**config.mk**
```make
export PLATFORM = sky130hd
export DESIGN_NAME = dmem_arbiter_flat
export DESIGN_NICKNAME = d
export VERILOG_FILES = /design/src/rtl/dmem_arbiter_if.sv /design/src/rtl/dmem_arbiter.sv /design/src/flat_wrapper.sv
export SDC_FILE = /design/constraint.sdc
export NUM_CORES = 1
export LEC_CHECK = 0
export BUFFER_PORTS_ARGS = -buffer_cell sky130_fd_sc_hd__buf_4
export CAP_MARGIN = 20
export CORE_AREA = 4 4 120 122
export CTS_CLUSTER_DIAMETER = 60
export DETAILED_ROUTE_END_ITERATION = 16
export DIE_AREA = 0 0 124 126
export PLACE_DENSITY = 0.74
export SKIP_CTS_REPAIR_TIMING = 1
export SLEW_MARGIN = 20
export SYNTH_ARGS = -nofsm -noshare
export SYNTH_HDL_FRONTEND = slang
export SYNTH_SLANG_ARGS = --single-unit
```
**constraint.sdc**
```tcl
create_clock -name clk_i -period 1.7 [get_ports clk_i]
set_input_delay 0 -clock clk_i [delete_from_list [all_inputs] [get_ports clk_i]]
set_output_delay 0 -clock clk_i [all_outputs]
set_load 0.01 [all_outputs]
```
**src/rtl/dmem_arbiter_if.sv**
```systemverilog
// Bundle of both requester ports and the shared data memory port.
// The arbiter takes the slave side; the core/bench drives the master side.
interface dmem_arbiter_if #(
    parameter int ADDR_W = 32,
    parameter int DATA_W = 32
);
    localparam int BE_W = DATA_W / 8;

    logic              m0_req_i;
    logic              m0_we_i;
    logic              m0_lock_i;
    logic [ADDR_W-1:0] m0_addr_i;
    logic [DATA_W-1:0] m0_wdata_i;
    logic [BE_W-1:0]   m0_be_i;
    logic              m0_gnt_o;
    logic              m0_rvalid_o;
    logic [DATA_W-1:0] m0_rdata_o;

    logic              m1_req_i;
    logic              m1_we_i;
    logic              m1_lock_i;
    logic [ADDR_W-1:0] m1_addr_i;
    logic [DATA_W-1:0] m1_wdata_i;
    logic [BE_W-1:0]   m1_be_i;
    logic              m1_gnt_o;
    logic              m1_rvalid_o;
    logic [DATA_W-1:0] m1_rdata_o;

    logic              mem_req_o;
    logic              mem_we_o;
    logic [ADDR_W-1:0] mem_addr_o;
    logic [DATA_W-1:0] mem_wdata_o;
    logic [BE_W-1:0]   mem_be_o;
    logic [DATA_W-1:0] mem_rdata_i;

    modport slave (
        input  m0_req_i, m0_we_i, m0_lock_i,
        input  m0_addr_i, m0_wdata_i, m0_be_i,
        output m0_gnt_o, m0_rvalid_o, m0_rdata_o,
        input  m1_req_i, m1_we_i, m1_lock_i,
        input  m1_addr_i, m1_wdata_i, m1_be_i,
        output m1_gnt_o, m1_rvalid_o, m1_rdata_o,
        output mem_req_o, mem_we_o, mem_addr_o,
        output mem_wdata_o, mem_be_o,
        input  mem_rdata_i
    );

    modport master (
        output m0_req_i, m0_we_i, m0_lock_i,
        output m0_addr_i, m0_wdata_i, m0_be_i,
        input  m0_gnt_o, m0_rvalid_o, m0_rdata_o,
        output m1_req_i, m1_we_i, m1_lock_i,
        output m1_addr_i, m1_wdata_i, m1_be_i,
        input  m1_gnt_o, m1_rvalid_o, m1_rdata_o,
        input  mem_req_o, mem_we_o, mem_addr_o,
        input  mem_wdata_o, mem_be_o,
        output mem_rdata_i
    );
endinterface

```
**src/rtl/dmem_arbiter.sv**
```systemverilog
// Two-port round-robin data memory arbiter with burst lock.
// Port 0 = load/store unit, port 1 = debug/loader master.
module dmem_arbiter #(
    parameter int ADDR_W   = 32,
    parameter int DATA_W   = 32,
    parameter int LOCK_MAX = 8
) (
    input  logic          clk_i,
    input  logic          rst_ni,
    dmem_arbiter_if.slave bus
);
    localparam int BE_W = DATA_W / 8;
    localparam logic [7:0] LMAX = 8'(LOCK_MAX);

    logic       r_last;
    logic       r_lock_vld;
    logic       r_lock_own;
    logic [7:0] r_lock_cnt;
    logic       r_resp_vld;
    logic       r_resp_port;
    logic [DATA_W-1:0] r_rdata0;
    logic [DATA_W-1:0] r_rdata1;

    logic [1:0]        w_req;
    logic              w_lock_win;
    logic              w_any;
    logic              w_win;
    logic              w_we;
    logic              w_lock;
    logic              w_rv0;
    logic              w_rv1;

    assign w_req = {bus.m1_req_i, bus.m0_req_i};

    // The lock owner keeps the bus only while it still asks and has quota left.
    assign w_lock_win = r_lock_vld && w_req[r_lock_own]
                      && (r_lock_cnt < LMAX);

    // Pick the winner: lock owner, lone requester, then alternate on ties.
    always_comb begin
        w_any = 1'b0;
        w_win = 1'b0;
        if (!rst_ni) begin
            w_any = 1'b0;
        end else if (w_lock_win) begin
            w_any = 1'b1;
            w_win = r_lock_own;
        end else if (w_req == 2'b01) begin
            w_any = 1'b1;
            w_win = 1'b0;
        end else if (w_req == 2'b10) begin
            w_any = 1'b1;
            w_win = 1'b1;
        end else if (w_req == 2'b11) begin
            w_any = 1'b1;
            w_win = ~r_last;
        end
    end

    assign w_we   = w_win ? bus.m1_we_i   : bus.m0_we_i;
    assign w_lock = w_win ? bus.m1_lock_i : bus.m0_lock_i;

    assign bus.m0_gnt_o   = w_any && !w_win;
    assign bus.m1_gnt_o   = w_any &&  w_win;
    assign bus.mem_req_o  = w_any;
    assign bus.mem_we_o   = w_we;
    assign bus.mem_addr_o = w_win ? bus.m1_addr_i : bus.m0_addr_i;
    assign bus.mem_wdata_o = w_win ? bus.m1_wdata_i : bus.m0_wdata_i;
    assign bus.mem_be_o   = w_win ? bus.m1_be_i : bus.m0_be_i;

    // Track the last winner and the burst lock owner/count.
    always_ff @(posedge clk_i or negedge rst_ni) begin
        if (!rst_ni) begin
            r_last     <= 1'b1;
            r_lock_vld <= 1'b0;
            r_lock_own <= 1'b0;
            r_lock_cnt <= 8'd0;
        end else if (w_any) begin
            r_last <= w_win;
            if (w_lock) begin
                r_lock_vld <= 1'b1;
                r_lock_own <= w_win;
                if (r_lock_vld && (r_lock_own == w_win)) begin
                    r_lock_cnt <= (r_lock_cnt >= LMAX) ? LMAX
                                : r_lock_cnt + 8'd1;
                end else begin
                    r_lock_cnt <= 8'd1;
                end
            end else begin
                r_lock_vld <= 1'b0;
                r_lock_cnt <= 8'd0;
            end
        end
    end

    // Remember which port owns the read data returning next cycle.
    always_ff @(posedge clk_i or negedge rst_ni) begin
        if (!rst_ni) begin
            r_resp_vld  <= 1'b0;
            r_resp_port <= 1'b0;
        end else begin
            r_resp_vld  <= w_any && !w_we;
            r_resp_port <= w_win;
        end
    end

    assign w_rv0 = r_resp_vld && !r_resp_port;
    assign w_rv1 = r_resp_vld &&  r_resp_port;

    // Hold the last delivered read word per port between responses.
    always_ff @(posedge clk_i or negedge rst_ni) begin
        if (!rst_ni) begin
            r_rdata0 <= '0;
            r_rdata1 <= '0;
        end else begin
            if (w_rv0) r_rdata0 <= bus.mem_rdata_i;
            if (w_rv1) r_rdata1 <= bus.mem_rdata_i;
        end
    end

    assign bus.m0_rvalid_o = w_rv0;
    assign bus.m1_rvalid_o = w_rv1;
    assign bus.m0_rdata_o  = w_rv0 ? bus.mem_rdata_i : r_rdata0;
    assign bus.m1_rdata_o  = w_rv1 ? bus.mem_rdata_i : r_rdata1;

    logic [BE_W-1:0] w_unused_be;
    assign w_unused_be = '0;
endmodule

```
**src/flat_wrapper.sv**
```systemverilog
// flat-port wrapper written by rule: the top's interface ports become plain ports
module dmem_arbiter_flat 
#(
    parameter int ADDR_W   = 32,
    parameter int DATA_W   = 32,
    parameter int LOCK_MAX = 8
)
  (clk_i, rst_ni, bus_m0_req_i, bus_m0_we_i, bus_m0_lock_i, bus_m0_addr_i, bus_m0_wdata_i, bus_m0_be_i, bus_m0_gnt_o, bus_m0_rvalid_o, bus_m0_rdata_o, bus_m1_req_i, bus_m1_we_i, bus_m1_lock_i, bus_m1_addr_i, bus_m1_wdata_i, bus_m1_be_i, bus_m1_gnt_o, bus_m1_rvalid_o, bus_m1_rdata_o, bus_mem_req_o, bus_mem_we_o, bus_mem_addr_o, bus_mem_wdata_o, bus_mem_be_o, bus_mem_rdata_i);
  dmem_arbiter_if #(.ADDR_W(ADDR_W), .DATA_W(DATA_W)) bus_i ();
  input  logic clk_i;
  input  logic rst_ni;
  input wire logic [$bits(bus_i.m0_req_i)-1:0] bus_m0_req_i;
  input wire logic [$bits(bus_i.m0_we_i)-1:0] bus_m0_we_i;
  input wire logic [$bits(bus_i.m0_lock_i)-1:0] bus_m0_lock_i;
  input wire logic [$bits(bus_i.m0_addr_i)-1:0] bus_m0_addr_i;
  input wire logic [$bits(bus_i.m0_wdata_i)-1:0] bus_m0_wdata_i;
  input wire logic [$bits(bus_i.m0_be_i)-1:0] bus_m0_be_i;
  output wire logic [$bits(bus_i.m0_gnt_o)-1:0] bus_m0_gnt_o;
  output wire logic [$bits(bus_i.m0_rvalid_o)-1:0] bus_m0_rvalid_o;
  output wire logic [$bits(bus_i.m0_rdata_o)-1:0] bus_m0_rdata_o;
  input wire logic [$bits(bus_i.m1_req_i)-1:0] bus_m1_req_i;
  input wire logic [$bits(bus_i.m1_we_i)-1:0] bus_m1_we_i;
  input wire logic [$bits(bus_i.m1_lock_i)-1:0] bus_m1_lock_i;
  input wire logic [$bits(bus_i.m1_addr_i)-1:0] bus_m1_addr_i;
  input wire logic [$bits(bus_i.m1_wdata_i)-1:0] bus_m1_wdata_i;
  input wire logic [$bits(bus_i.m1_be_i)-1:0] bus_m1_be_i;
  output wire logic [$bits(bus_i.m1_gnt_o)-1:0] bus_m1_gnt_o;
  output wire logic [$bits(bus_i.m1_rvalid_o)-1:0] bus_m1_rvalid_o;
  output wire logic [$bits(bus_i.m1_rdata_o)-1:0] bus_m1_rdata_o;
  output wire logic [$bits(bus_i.mem_req_o)-1:0] bus_mem_req_o;
  output wire logic [$bits(bus_i.mem_we_o)-1:0] bus_mem_we_o;
  output wire logic [$bits(bus_i.mem_addr_o)-1:0] bus_mem_addr_o;
  output wire logic [$bits(bus_i.mem_wdata_o)-1:0] bus_mem_wdata_o;
  output wire logic [$bits(bus_i.mem_be_o)-1:0] bus_mem_be_o;
  input wire logic [$bits(bus_i.mem_rdata_i)-1:0] bus_mem_rdata_i;
  assign bus_i.m0_req_i = bus_m0_req_i;
  assign bus_i.m0_we_i = bus_m0_we_i;
  assign bus_i.m0_lock_i = bus_m0_lock_i;
  assign bus_i.m0_addr_i = bus_m0_addr_i;
  assign bus_i.m0_wdata_i = bus_m0_wdata_i;
  assign bus_i.m0_be_i = bus_m0_be_i;
  assign bus_m0_gnt_o = bus_i.m0_gnt_o;
  assign bus_m0_rvalid_o = bus_i.m0_rvalid_o;
  assign bus_m0_rdata_o = bus_i.m0_rdata_o;
  assign bus_i.m1_req_i = bus_m1_req_i;
  assign bus_i.m1_we_i = bus_m1_we_i;
  assign bus_i.m1_lock_i = bus_m1_lock_i;
  assign bus_i.m1_addr_i = bus_m1_addr_i;
  assign bus_i.m1_wdata_i = bus_m1_wdata_i;
  assign bus_i.m1_be_i = bus_m1_be_i;
  assign bus_m1_gnt_o = bus_i.m1_gnt_o;
  assign bus_m1_rvalid_o = bus_i.m1_rvalid_o;
  assign bus_m1_rdata_o = bus_i.m1_rdata_o;
  assign bus_mem_req_o = bus_i.mem_req_o;
  assign bus_mem_we_o = bus_i.mem_we_o;
  assign bus_mem_addr_o = bus_i.mem_addr_o;
  assign bus_mem_wdata_o = bus_i.mem_wdata_o;
  assign bus_mem_be_o = bus_i.mem_be_o;
  assign bus_i.mem_rdata_i = bus_mem_rdata_i;
  dmem_arbiter #(.ADDR_W(ADDR_W), .DATA_W(DATA_W), .LOCK_MAX(LOCK_MAX)) u_core (.clk_i(clk_i), .rst_ni(rst_ni), .bus(bus_i));
endmodule
```
# ---- Word-level counts from Yosys, hierarchy flattened
# Index checks and enable logic that the tools add are counted.
dict set report totals {
  ff_bits 77
  latch_bits 0
  ram_bits 0
  rom_bits 0
  inputBits 176
  output_inout_bits 138
  wordCells 52
  memories 0
}
dict set report classes {
  addsub 1
  n_mul 0
  div 0
  order_cmp 3
  n_eq_ne 4
  shift 0
  mux 23
  bitwise 1
  reduce_logical 12
}
# operator count
set ops {}
lappend ops {{two-way mux 32 bit} 4}
lappend ops {{two-way mux 8 bit} 3}
lappend ops {{two-way mux 1 bit} 15}
lappend ops {{adder 8 x 1 -> 8 bit, second input constant} 1}
lappend ops {{>= comparator 8 x 4 -> 1 bit, second input constant} 1}
lappend ops {{logical AND 1 bit} 8}
lappend ops {{less-than comparator 8 x 4 -> 1 bit, second input constant} 1}
lappend ops {{== test 2 bit, second input constant} 2}
lappend ops {{two-way mux 4 bit} 1}
lappend ops {{zero test 1 bit} 3}
lappend ops {{== test 2 x 1 -> 1 bit, second input constant} 1}
lappend ops {{less-than comparator 1 x 2 -> 1 bit, second input constant} 1}
lappend ops {{AND reduction 2 bit} 1}
lappend ops {{== test 1 bit} 1}
lappend ops {{inverter 1 bit} 1}

# ---- Depth between registers and ports, before layout
# Gate-level depths: netlist of run 1.
dict set report depth {
  depth_word 10
  depth_mapped 7
  mapped_depth_nobuf 6
}

# ---- Worst setup path before layout of run 1
# Ideal clock, no wire load.
dict set report synth_path {
  kind {register to register}
  start {register u_core.r_lock_own}
  end {register u_core.r_resp_vld}
  setup_time_ns 0.125
  arrival_ns 1.708
  path_slack_ns -0.133
  path_stages_with_launch 8
  path_buffers 1
  period_less_slack_ns 1.833
  cell_sequence {dfrtp_1 -> mux2_4 -> nand4_4 -> mux2i_1 -> nand2b_4 -> buf_12 -> inv_2 -> mux2_4}
}
dict set report synth_via {
  elab_chain_cells 9
}
# element line_no
set synth_lines {}
lappend synth_lines {{start: declaration} dmem_arbiter.sv:17} ;# logic r_lock_own;
lappend synth_lines {{start signal: assignment} dmem_arbiter.sv:82} ;# r_lock_own <= w_win;
lappend synth_lines {{two-way mux 1 bit (not written as such) (2 in a row)} dmem_arbiter.sv:36} ;# assign w_lock_win = r_lock_vld && w_req[r_lock_own]
lappend synth_lines {{logical AND 1 bit} dmem_arbiter.sv:36}
lappend synth_lines {{logical AND 1 bit} dmem_arbiter.sv:37} ;# && (r_lock_cnt < LMAX);
lappend synth_lines {{two-way mux 1 bit (*)} dmem_arbiter.sv:45} ;# end else if (w_lock_win) begin
lappend synth_lines {{two-way mux 1 bit (*)} dmem_arbiter.sv:43} ;# if (!rst_ni) begin
lappend synth_lines {{net u_core.w_win} dmem_arbiter.sv:27} ;# logic w_win;
lappend synth_lines {{two-way mux 1 bit (*)} dmem_arbiter.sv:60} ;# assign w_we = w_win ? bus.m1_we_i : bus.m0_we_i;
lappend synth_lines {{zero test 1 bit (*)} dmem_arbiter.sv:102} ;# r_resp_vld <= w_any && !w_we;
lappend synth_lines {{logical AND 1 bit (*)} dmem_arbiter.sv:102}
lappend synth_lines {{end signal: assignment} dmem_arbiter.sv:102}
lappend synth_lines {{end: declaration} dmem_arbiter.sv:19} ;# logic r_resp_vld;
# The timed path passes the listed nets; every way through them passes the cells marked *. The select of a mux whose other input is x is not followed.
# A chain may end at the register's enable or synchronous reset.

# ---- Worst setup path in the final report of run 1
dict set report layout_path {
  start {register u_core.r_lock_own}
  end {output port bus_mem_addr_o[24]}
}
dict set report layout_via {
  elab_chain_cells 7
}
# element line_no
set layout_lines {}
lappend layout_lines {{two-way mux 1 bit (not written as such) (2 in a row)} dmem_arbiter.sv:36}
lappend layout_lines {{logical AND 1 bit} dmem_arbiter.sv:36}
lappend layout_lines {{logical AND 1 bit} dmem_arbiter.sv:37}
lappend layout_lines {{two-way mux 1 bit (*)} dmem_arbiter.sv:45}
lappend layout_lines {{two-way mux 1 bit (*)} dmem_arbiter.sv:43}
lappend layout_lines {{two-way mux 32 bit (*)} dmem_arbiter.sv:67} ;# assign bus.mem_addr_o = w_win ? bus.m1_addr_i : bus.m0_addr_i;
lappend layout_lines {{end: declaration} flat_wrapper.sv:32} ;# output wire logic [$bits(bus_i.mem_addr_o)-1:0] bus_mem_addr_o;
# Every way passes the cells marked *; elsewhere a longest branch is shown, timed or not. The select of a mux whose other input is x is not followed.

==> results of run 1 <==
[registers in the layout, summed over array words and instances (netlist names)]
signal,flops
u_core.r_resp_port,1
u_core.r_lock_own,1
u_core.r_lock_vld,1
u_core.r_resp_vld,1
u_core.r_rdata1,32
u_core.r_lock_cnt,8
u_core.r_rdata0,32
u_core.r_last,1
[synth_stat cells (all sizes together)]
cell / number / area [sq um]
nand2: 10 / 37.5
buf: 12 / 176
mux2i: 2 / 20.0
a31oi: 2 / 12.5
and2: 4 / 25.0
nand4: 2 / 27.5
o311ai: 1 / 8.76
inv: 8 / 30.0
nor3: 1 / 16.3
a21o: 1 / 7.51
o2111ai: 1 / 8.76
nand2b: 2 / 20.0
nand3: 1 / 5.00
o21ai: 3 / 15.0
clkbuf: 5 / 18.8
a21boi: 1 / 11.3
a22o: 1 / 8.76
dfstp: 1 / 26.3
o32ai: 2 / 17.5
mux2: 136 / 1790
nor2: 6 / 22.5
dfrtp: 76 / 1900
a32o: 1 / 10.0
a21oi: 1 / 5.00
ha: 2 / 25.0
nor2b: 2 / 12.5
o31a: 1 / 8.76
[power breakdown]
group          leakage, nW  internal [mW]  switching, mW  total, mW
Combinational         3.02           2.22           1.56       3.78
Clock                0.128           1.05          0.659       1.71
Sequential           0.922           2.41          0.165       2.58
Total                 4.07           5.69           2.38       8.07
[through the flow]
| stage | hold slack, ps | setup TNS (ps) |
|---|---|---|
| final | -43.7 | -40220 |
| after detailed placement | -118 | -14900 |
| after global routing | 4.51 | -46770 |
| after global placement | -118 | -13250 |
| after floorplan | -296 | -6250 |
| after CTS | -471 | -40890 |
[kinds of logic after synthesis]
| group | after synthesis |
|---|---|
| compound gates | 15 |
| fa+ha+maj | 2 |
| simple gates | 28 |
| flops | 77 |
| mux | 138 |
| buf+inv | 25 |
[layer usage]
metal	vias to the layer above	GRT usage, %	routed length (um)
li1	1757	-	-
met1	1894	18.4	5770
met2	213	38.6	9770
met3	38	7.35	1930
met4	0	7.47	678
met5	-	0	0
[cells in the final DEF (no fill, tap or decap), types with 4 or more instances in the layout]
cell type,instances
nor2_1,6
buf_6,66
clkbuf_16,13
dlygate4sd3_1,33
nand2_1,9
buf_4,264
buf_12,5
mux2_4,71
and2_1,4
inv_1,5
mux2_2,62
dfrtp_1,76
[worst paths after layout]
kind	from	endpoint	slack, ps
hold / removal	rst_ni	u_core.r_lock_cnt[2]	-40
min in group clk_i	bus_m1_lock_i	u_core.r_lock_own	0
setup reg to reg	u_core.r_lock_own	u_core.r_resp_vld	-230
max in group asynchronous	rst_ni	u_core.r_last	1070
hold reg to reg	u_core.r_last	u_core.r_last	480
setup / recovery	u_core.r_lock_own	bus_mem_addr_o[24]	-590
[layout make-up]
type / count / area (sq um) / share of cell area, %
clock buffer: 13 / 260 / 3.30
clock inverter: 1 / 7.51 / 0.0951
inverter: 8 / 30.0 / 0.380
multi-input combinational: 183 / 2140 / 27.1
sequential: 77 / 1930 / 24.4
tap: 176 / 220 / 2.79
timing repair buffer: 375 / 3310 / 42.0
==> results summary, run 1 <==
The checks that failed: hold timing, setup timing. The number of slew-limit violations in the final report is 0. The largest family of logic cells by synthesized area is multiplexers. The synthesized netlist devotes under 10% of its cell area to simple gates.

The shortest period the worst path allows came out at approximately 2300 ps. The worst clock skew is between 7 and 8 ps. The placer congestion estimate is ~0.86.

The peak ir drop on the vdd network is 0.958 mV. The floorplan die area came out at ~16000 sq um. Setup repair after global routing could not meet its margin everywhere. The area growth from synthesis to layout came out at 84.8%.

Each instance of the synthesized netlist takes up on average between 10 and 15 sq um. In this run the number of cells on the critical path is 8. The vias per cell is 4.68.

The final instance area came out at between 7000 and 8000 sq um. The count of nets after finishing is 832. The detailed-route via count is between 3000 and 4000.

On the worst path, the slowest cell contributes a delay of approximately 400 ps. Broken down by cell family, the worst path's largest delay share belongs to multiplexers. The multiplexer share of the synthesized area came out at a little over two fifths. Synthesis produced about 290 cells. CTS placed an instance of clkbuf_16 at the clock tree root. The data arrival time of the critical path came out at 2290 ps. The post-synthesis instance area came out at about 4300 sq um. The number of nets in the synthesized netlist is ~460. The worst max-slew margin expressed relative to the limit came out at between 40% and 50%. Entering global routing, the biggest net connects 67 pins. The warning count from the yosys run came out at 0. The power density over the cells is between 1000 and 1500 nW/um^2. The total power of the final layout is ~8.1 mW.

The number of unique standard cell types used by synthesis is 35. The total placed instance area came out at around 6800 sq um. The via count of the first global-routing pass came out at roughly 4100. The antenna diode count is 0. The initial antenna violation count was 0. The count of endpoints failing setup in the final report came out at slightly above 70. The longest clock path from root to sink contains 2 buffers. The critical path goes through mux2_4, nand4_4, mux2i_2, nand2b_4, buf_6, clkbuf_16, mux2_4, buf_6.

The data required time of the worst path came out at about 1700 ps. The total buffers and inverters traversed by the critical path is 3. The detailed-route DRC error count came out at 0. In this run the count of I/O pins placed on the die edge is 314. The first-iteration detailed-routing DRC count is ~160.

The parity-gate share of the synthesized area counting xor and xnor cells is 0%. Derived from the worst setup path, the maximum achievable clock frequency is around 440 MHz. The post-synthesis compound-gate area fraction is 2.66%. The filler cell count came out at about 1100. The path class of the tightest hold or removal check is in -> async.

STA classifies the critical path endpoint as a primary output. For this design the static power due to leakage is 4.07 nW. The clock insertion delay at the later pin of the skew report is 320 ps. The worst-case setup margin in the final layout came out at -590 ps. Summing the areas of all fa, ha and maj instances in the mapped netlist gives 0.586% of the synthesized area. For this run the aggregate overflow at the end of global routing stands at 0.

The floorplan step set the die width to 124 um. The core region is 13200 sq um. The core utilization of the finished layout is 59.9%. The remaining antenna violation count is 0. The starting density of the core came out at 32.4%. The run finished, with violations left. The number of input and output port buffers inserted is 313.

The final-report hold violation count came out at 48. TritonCTS built the clock tree. The slowest stage of the critical path is the dfrtp_1 cell. The routed length per placed instance is about 22 um. Of all nets on the critical path, the largest fanout is 8. The slew at the pin closest to its max-slew limit is 815 ps. In this run the core area contains 42 standard-cell rows. The routed wire length is around 18000 um.

The die boundary height came out at between 100 and 150 um. Detailed placement finished with a half-perimeter wire length of roughly 14000 um. The worst setup path is of the reg -> out kind.

The count of H-tree levels built during CTS came out at 3. The global-route usage over all layers came out at between 10% and 20%. The worst setup path is launched from a register. The first global-routing pass estimated roughly 23000 um of wire. The share of post-route cells with drive strength above 1 is about three quarters. The total CTS buffers came out at 9.

The worst slack at placement came out at -250 ps. The number of cells traversed by the worst register-to-register path is 8. The clock edge transition at the registers on the reported setup and hold paths is around 50 ps. Counting flops and latches in the post-synthesis netlist gives 77. The total number of clock tree sinks came out at 77. For this run, the detailed router's first-pass iteration total came to 4. The proportion of synthesized chip area in sequential cells came out at a little under half. In this run, placement finished with an instance count of about 770.

Max-cap violations in this run came to 0. The worst hold margin is -43.7 ps. The finished layout holds ~830 standard cells, fillers aside. Of the available clock period, the critical path in the final layout requires 135%.
(Power assumes the default switching activity.)
==> inputs of run 2 (changes only) <==
--- a/config.mk
+++ b/config.mk
@@ -11,7 +11,8 @@
 export CTS_CLUSTER_DIAMETER = 60
 export DETAILED_ROUTE_END_ITERATION = 16
 export DIE_AREA = 0 0 124 126
-export PLACE_DENSITY = 0.74
+export GPL_TIMING_DRIVEN = 0
+export PLACE_DENSITY = 0.72
 export SKIP_CTS_REPAIR_TIMING = 1
 export SLEW_MARGIN = 20
 export SYNTH_ARGS = -nofsm -noshare
==> constraint.sdc (replaced) <==
create_clock -name clk_i -period 2.81 [get_ports clk_i]
set_input_delay 0 -clock clk_i [delete_from_list [all_inputs] [get_ports clk_i]]
set_output_delay 0 -clock clk_i [all_outputs]
set_load 0.01 [all_outputs]
==> run 2 against run 1 <==
Compared with the run above: the flow now finishes without violations; count of clock-buffer cells in the layout is 4 lower; sequential cell count stayed put; first-iteration DRC count shrank 18%; register-to-register slack improved by 1000 ps; sequential power decreased by 40%; clock power is 29% lower; die area unchanged; largest cell class unchanged; largest power group unchanged.
==> results summary, run 2 (synthesized netlist as in run 1, its figures left out) <==
Result of the run: finished, final reports clean (was finished with violations). The die boundary height is 126 um (unchanged). The post-route setup TNS came out at 0 ps (was -40220 ps).

The most common cell after layout, fill and taps aside is buf_4 (unchanged). The overall overflow remaining after global route is 0 (unchanged). The largest net degree at the start of global routing is 86 (was 67). The worst max-slew margin expressed relative to the limit was 50.6% (was 45.7%). The routed wire length is 17100 um (was 18100 um). Regs by FF count: u_core.r_rdata0 (32), u_core.r_rdata1 (32), u_core.r_lock_cnt (8) (unchanged). The clock insertion delay at the later pin of the skew report came out at 340 ps (was 320 ps). The clock group share of total power is 24.6% (was 21.2%). The register-to-register setup slack came out at 810 ps (was -230 ps).

The data arrival time of the critical path is 2540 ps (was 2290 ps). The placer congestion estimate came out at 0.908 (was 0.862). The maximum fanout encountered on the critical timing path was 10 (was 8).

The count of TritonRoute iterations in the first routing pass came out at 4 (unchanged). The via count of the first global-routing pass was 3925 (was 4128). The clock edge transition at the registers on the reported setup and hold paths came out at 60 ps (was 50 ps). The count of nets after finishing came out at 820 (was 832). The beginning of the critical path is u_core.r_lock_own (unchanged). The final instance area was 7490 sq um (was 7900 sq um). The number of buffers on the longest clock path is 2 (unchanged).

The kind of end point of the critical path was a primary output (unchanged). The routed length per placed instance is 20.8 um (was 21.8 um). The floorplan die area is 15600 sq um (unchanged).

The die boundary width came out at 124 um (unchanged). The area used by multi-input combinational logic is 2120 sq um (was 2140 sq um). The first-iteration detailed-routing DRC count came out at 135 (was 164). The filler cell count came to 1107 (was 1051).

The total number of clock tree sinks is 77 (unchanged). The post-route fraction of the period consumed by the critical path came out at roughly nine tenths. The power density over the cells is 656 nW/um^2 (was 1020 nW/um^2).

The sequential share of power was 31.7% (was 32.0%). The final-report hold violation count came out at 0 (was 48). The area of the core came out at 13200 sq um (unchanged). The count of endpoints failing setup in the final report came out at 0 (was 72). The combinational power share is 43.7% (was 46.8%). The antenna diode count is 0 (unchanged).

The kind of launch point of the worst setup path is a register (unchanged). The slew at the pin closest to its max-slew limit came to 741 ps (was 815 ps). The count of H-tree levels built during CTS came out at 3 (unchanged). The remaining antenna violation count came to 0 (unchanged). The data required time of the worst path came out at 2810 ps (was 1700 ps). The global-route wire length before repair is 23200 um (was 23400 um). The shortest period the worst path allows came out at about 2500 ps. The startpoint of the worst register-to-register path was u_core.r_lock_own (unchanged). The core utilization of the finished layout is 56.8% (was 59.9%). The cell-internal power came out at 3.40 mW (was 5.69 mW). The switching part of the total came to 30.7% (was 29.5%). The detailed-placement wirelength estimate is 14000 um (was 13900 um). The number of top-level design ports came to 314 (unchanged).

The TritonCTS clock tree is yes (unchanged). The cell at the root of the clock tree is clkbuf_16 (unchanged). The total placed instance area was 6840 sq um (was 6820 sq um). The category of the critical setup timing path is reg -> out (unchanged).

The max-cap check violation count came out at 0 (unchanged). The detailed-route DRC error count was 0 (unchanged). The detailed-route via count is 3755 (was 3902).

The worst clock skew came to 8.93 ps (was 7.89 ps). Setup repair after global routing missed its margin: false (was true). The leakage dissipation is 3.89 nW (was 4.07 nW). The final non-filler cell total came out at 823 (was 833). The highest achievable clock rate came out at a little under 400 MHz. The peak ir drop on the vdd network came to 0.531 mV (was 0.958 mV). The global-route usage over all layers was 20.3% (was 19.9%).

The switching component of the power came out at 1.51 mW (was 2.38 mW). In this run the most critical hold path is launched from bus_m1_lock_i. The total CTS buffers came out at 9 (unchanged).

Commonest non-fill, non-tap cells in the layout: buf_4 (312), dfrtp_1 (76), mux2_4 (70) (was buf_4 (264), dfrtp_1 (76), mux2_4 (71)). The cell count after placement came to 774 (was 773). The class of the tightest hold or removal check is in -> reg (was in -> async). The number of slew-limit violations in the final report is 0 (unchanged). The row count is 42 (unchanged).

The storage element area is 1930 sq um (unchanged). The initial antenna violation count is 1 (was 0). The vias per cell came out at 4.56 (was 4.68). The number of input and output port buffers inserted came out at 313 (unchanged). The worst hold margin is 6.09 ps (was -43.7 ps). The starting density of the core came out at 32.4% (unchanged).

The area growth from synthesis to layout is 75.3% (was 84.8%). The share of post-route cells with drive strength above 1 is 73.9% (was 75.8%).
[run 2: changes by cell type in the layout (fill, tap and decap cells not counted), moves of 3 or more]
cell and change:
buf_12 +3, buf_4 +48, clkbuf_1 +3, clkbuf_16 -4, buf_6 -65, inv_6 +3
buf_1 +3
[run 2: layout make-up]
cell class | instances | share of cell area (%)
buffer | 17 | 2.61
clock buffer | 9 | 3.01
clock inverter | 7 | 1.17
inverter | 8 | 0.401
multi-input combinational | 183 | 28.3
sequential | 77 | 25.7
tap | 176 | 2.94
timing repair buffer | 346 | 35.8
[run 2: critical path: stages (launching register included)]
cell and delay, ps:
dfrtp_1 400, mux2_4 320, nand4_4 150, mux2i_1 300, nand2b_4 190, buf_12 170
buf_12 170, mux2_4 330, buf_4 170
[run 2: worst paths after layout]
kind,end,cells after the start
setup / recovery,bus_mem_be_o[2],8
hold / removal,u_core.r_lock_own,3
setup reg to reg,u_core.r_resp_vld,7
hold reg to reg,u_core.r_last,2
max in group asynchronous,u_core.r_lock_cnt[3],2
min in group asynchronous,u_core.r_rdata1[25],2
[run 2: stage by stage]
stage	setup WS [ps]	total power, mW
after floorplan	977	2.57
after global placement	659	3.64
after detailed placement	630	3.70
after CTS	259	4.93
after global routing	213	5.17
final	273	4.92
[run 2: per-layer routing]
layer | vias up | wire, um | global-route usage [%]
met3 | 27 | 1850 | 8.34
met2 | 186 | 8540 | 34.5
li1 | 1739 | - | -
met4 | 2 | 379 | 6.70
met1 | 1801 | 6370 | 22.9
met5 | - | 7 | 0
[run 2: power groups by stage]
stage               logic [mW]  registers, mW  clock network [mW]
floorplan                 1.04           1.54                   0
global placement          2.09           1.56                   0
detailed placement        2.12           1.58                   0
CTS                       2.13           1.56                1.24
global route              2.28           1.60                1.29
finish                    2.15           1.56                1.21
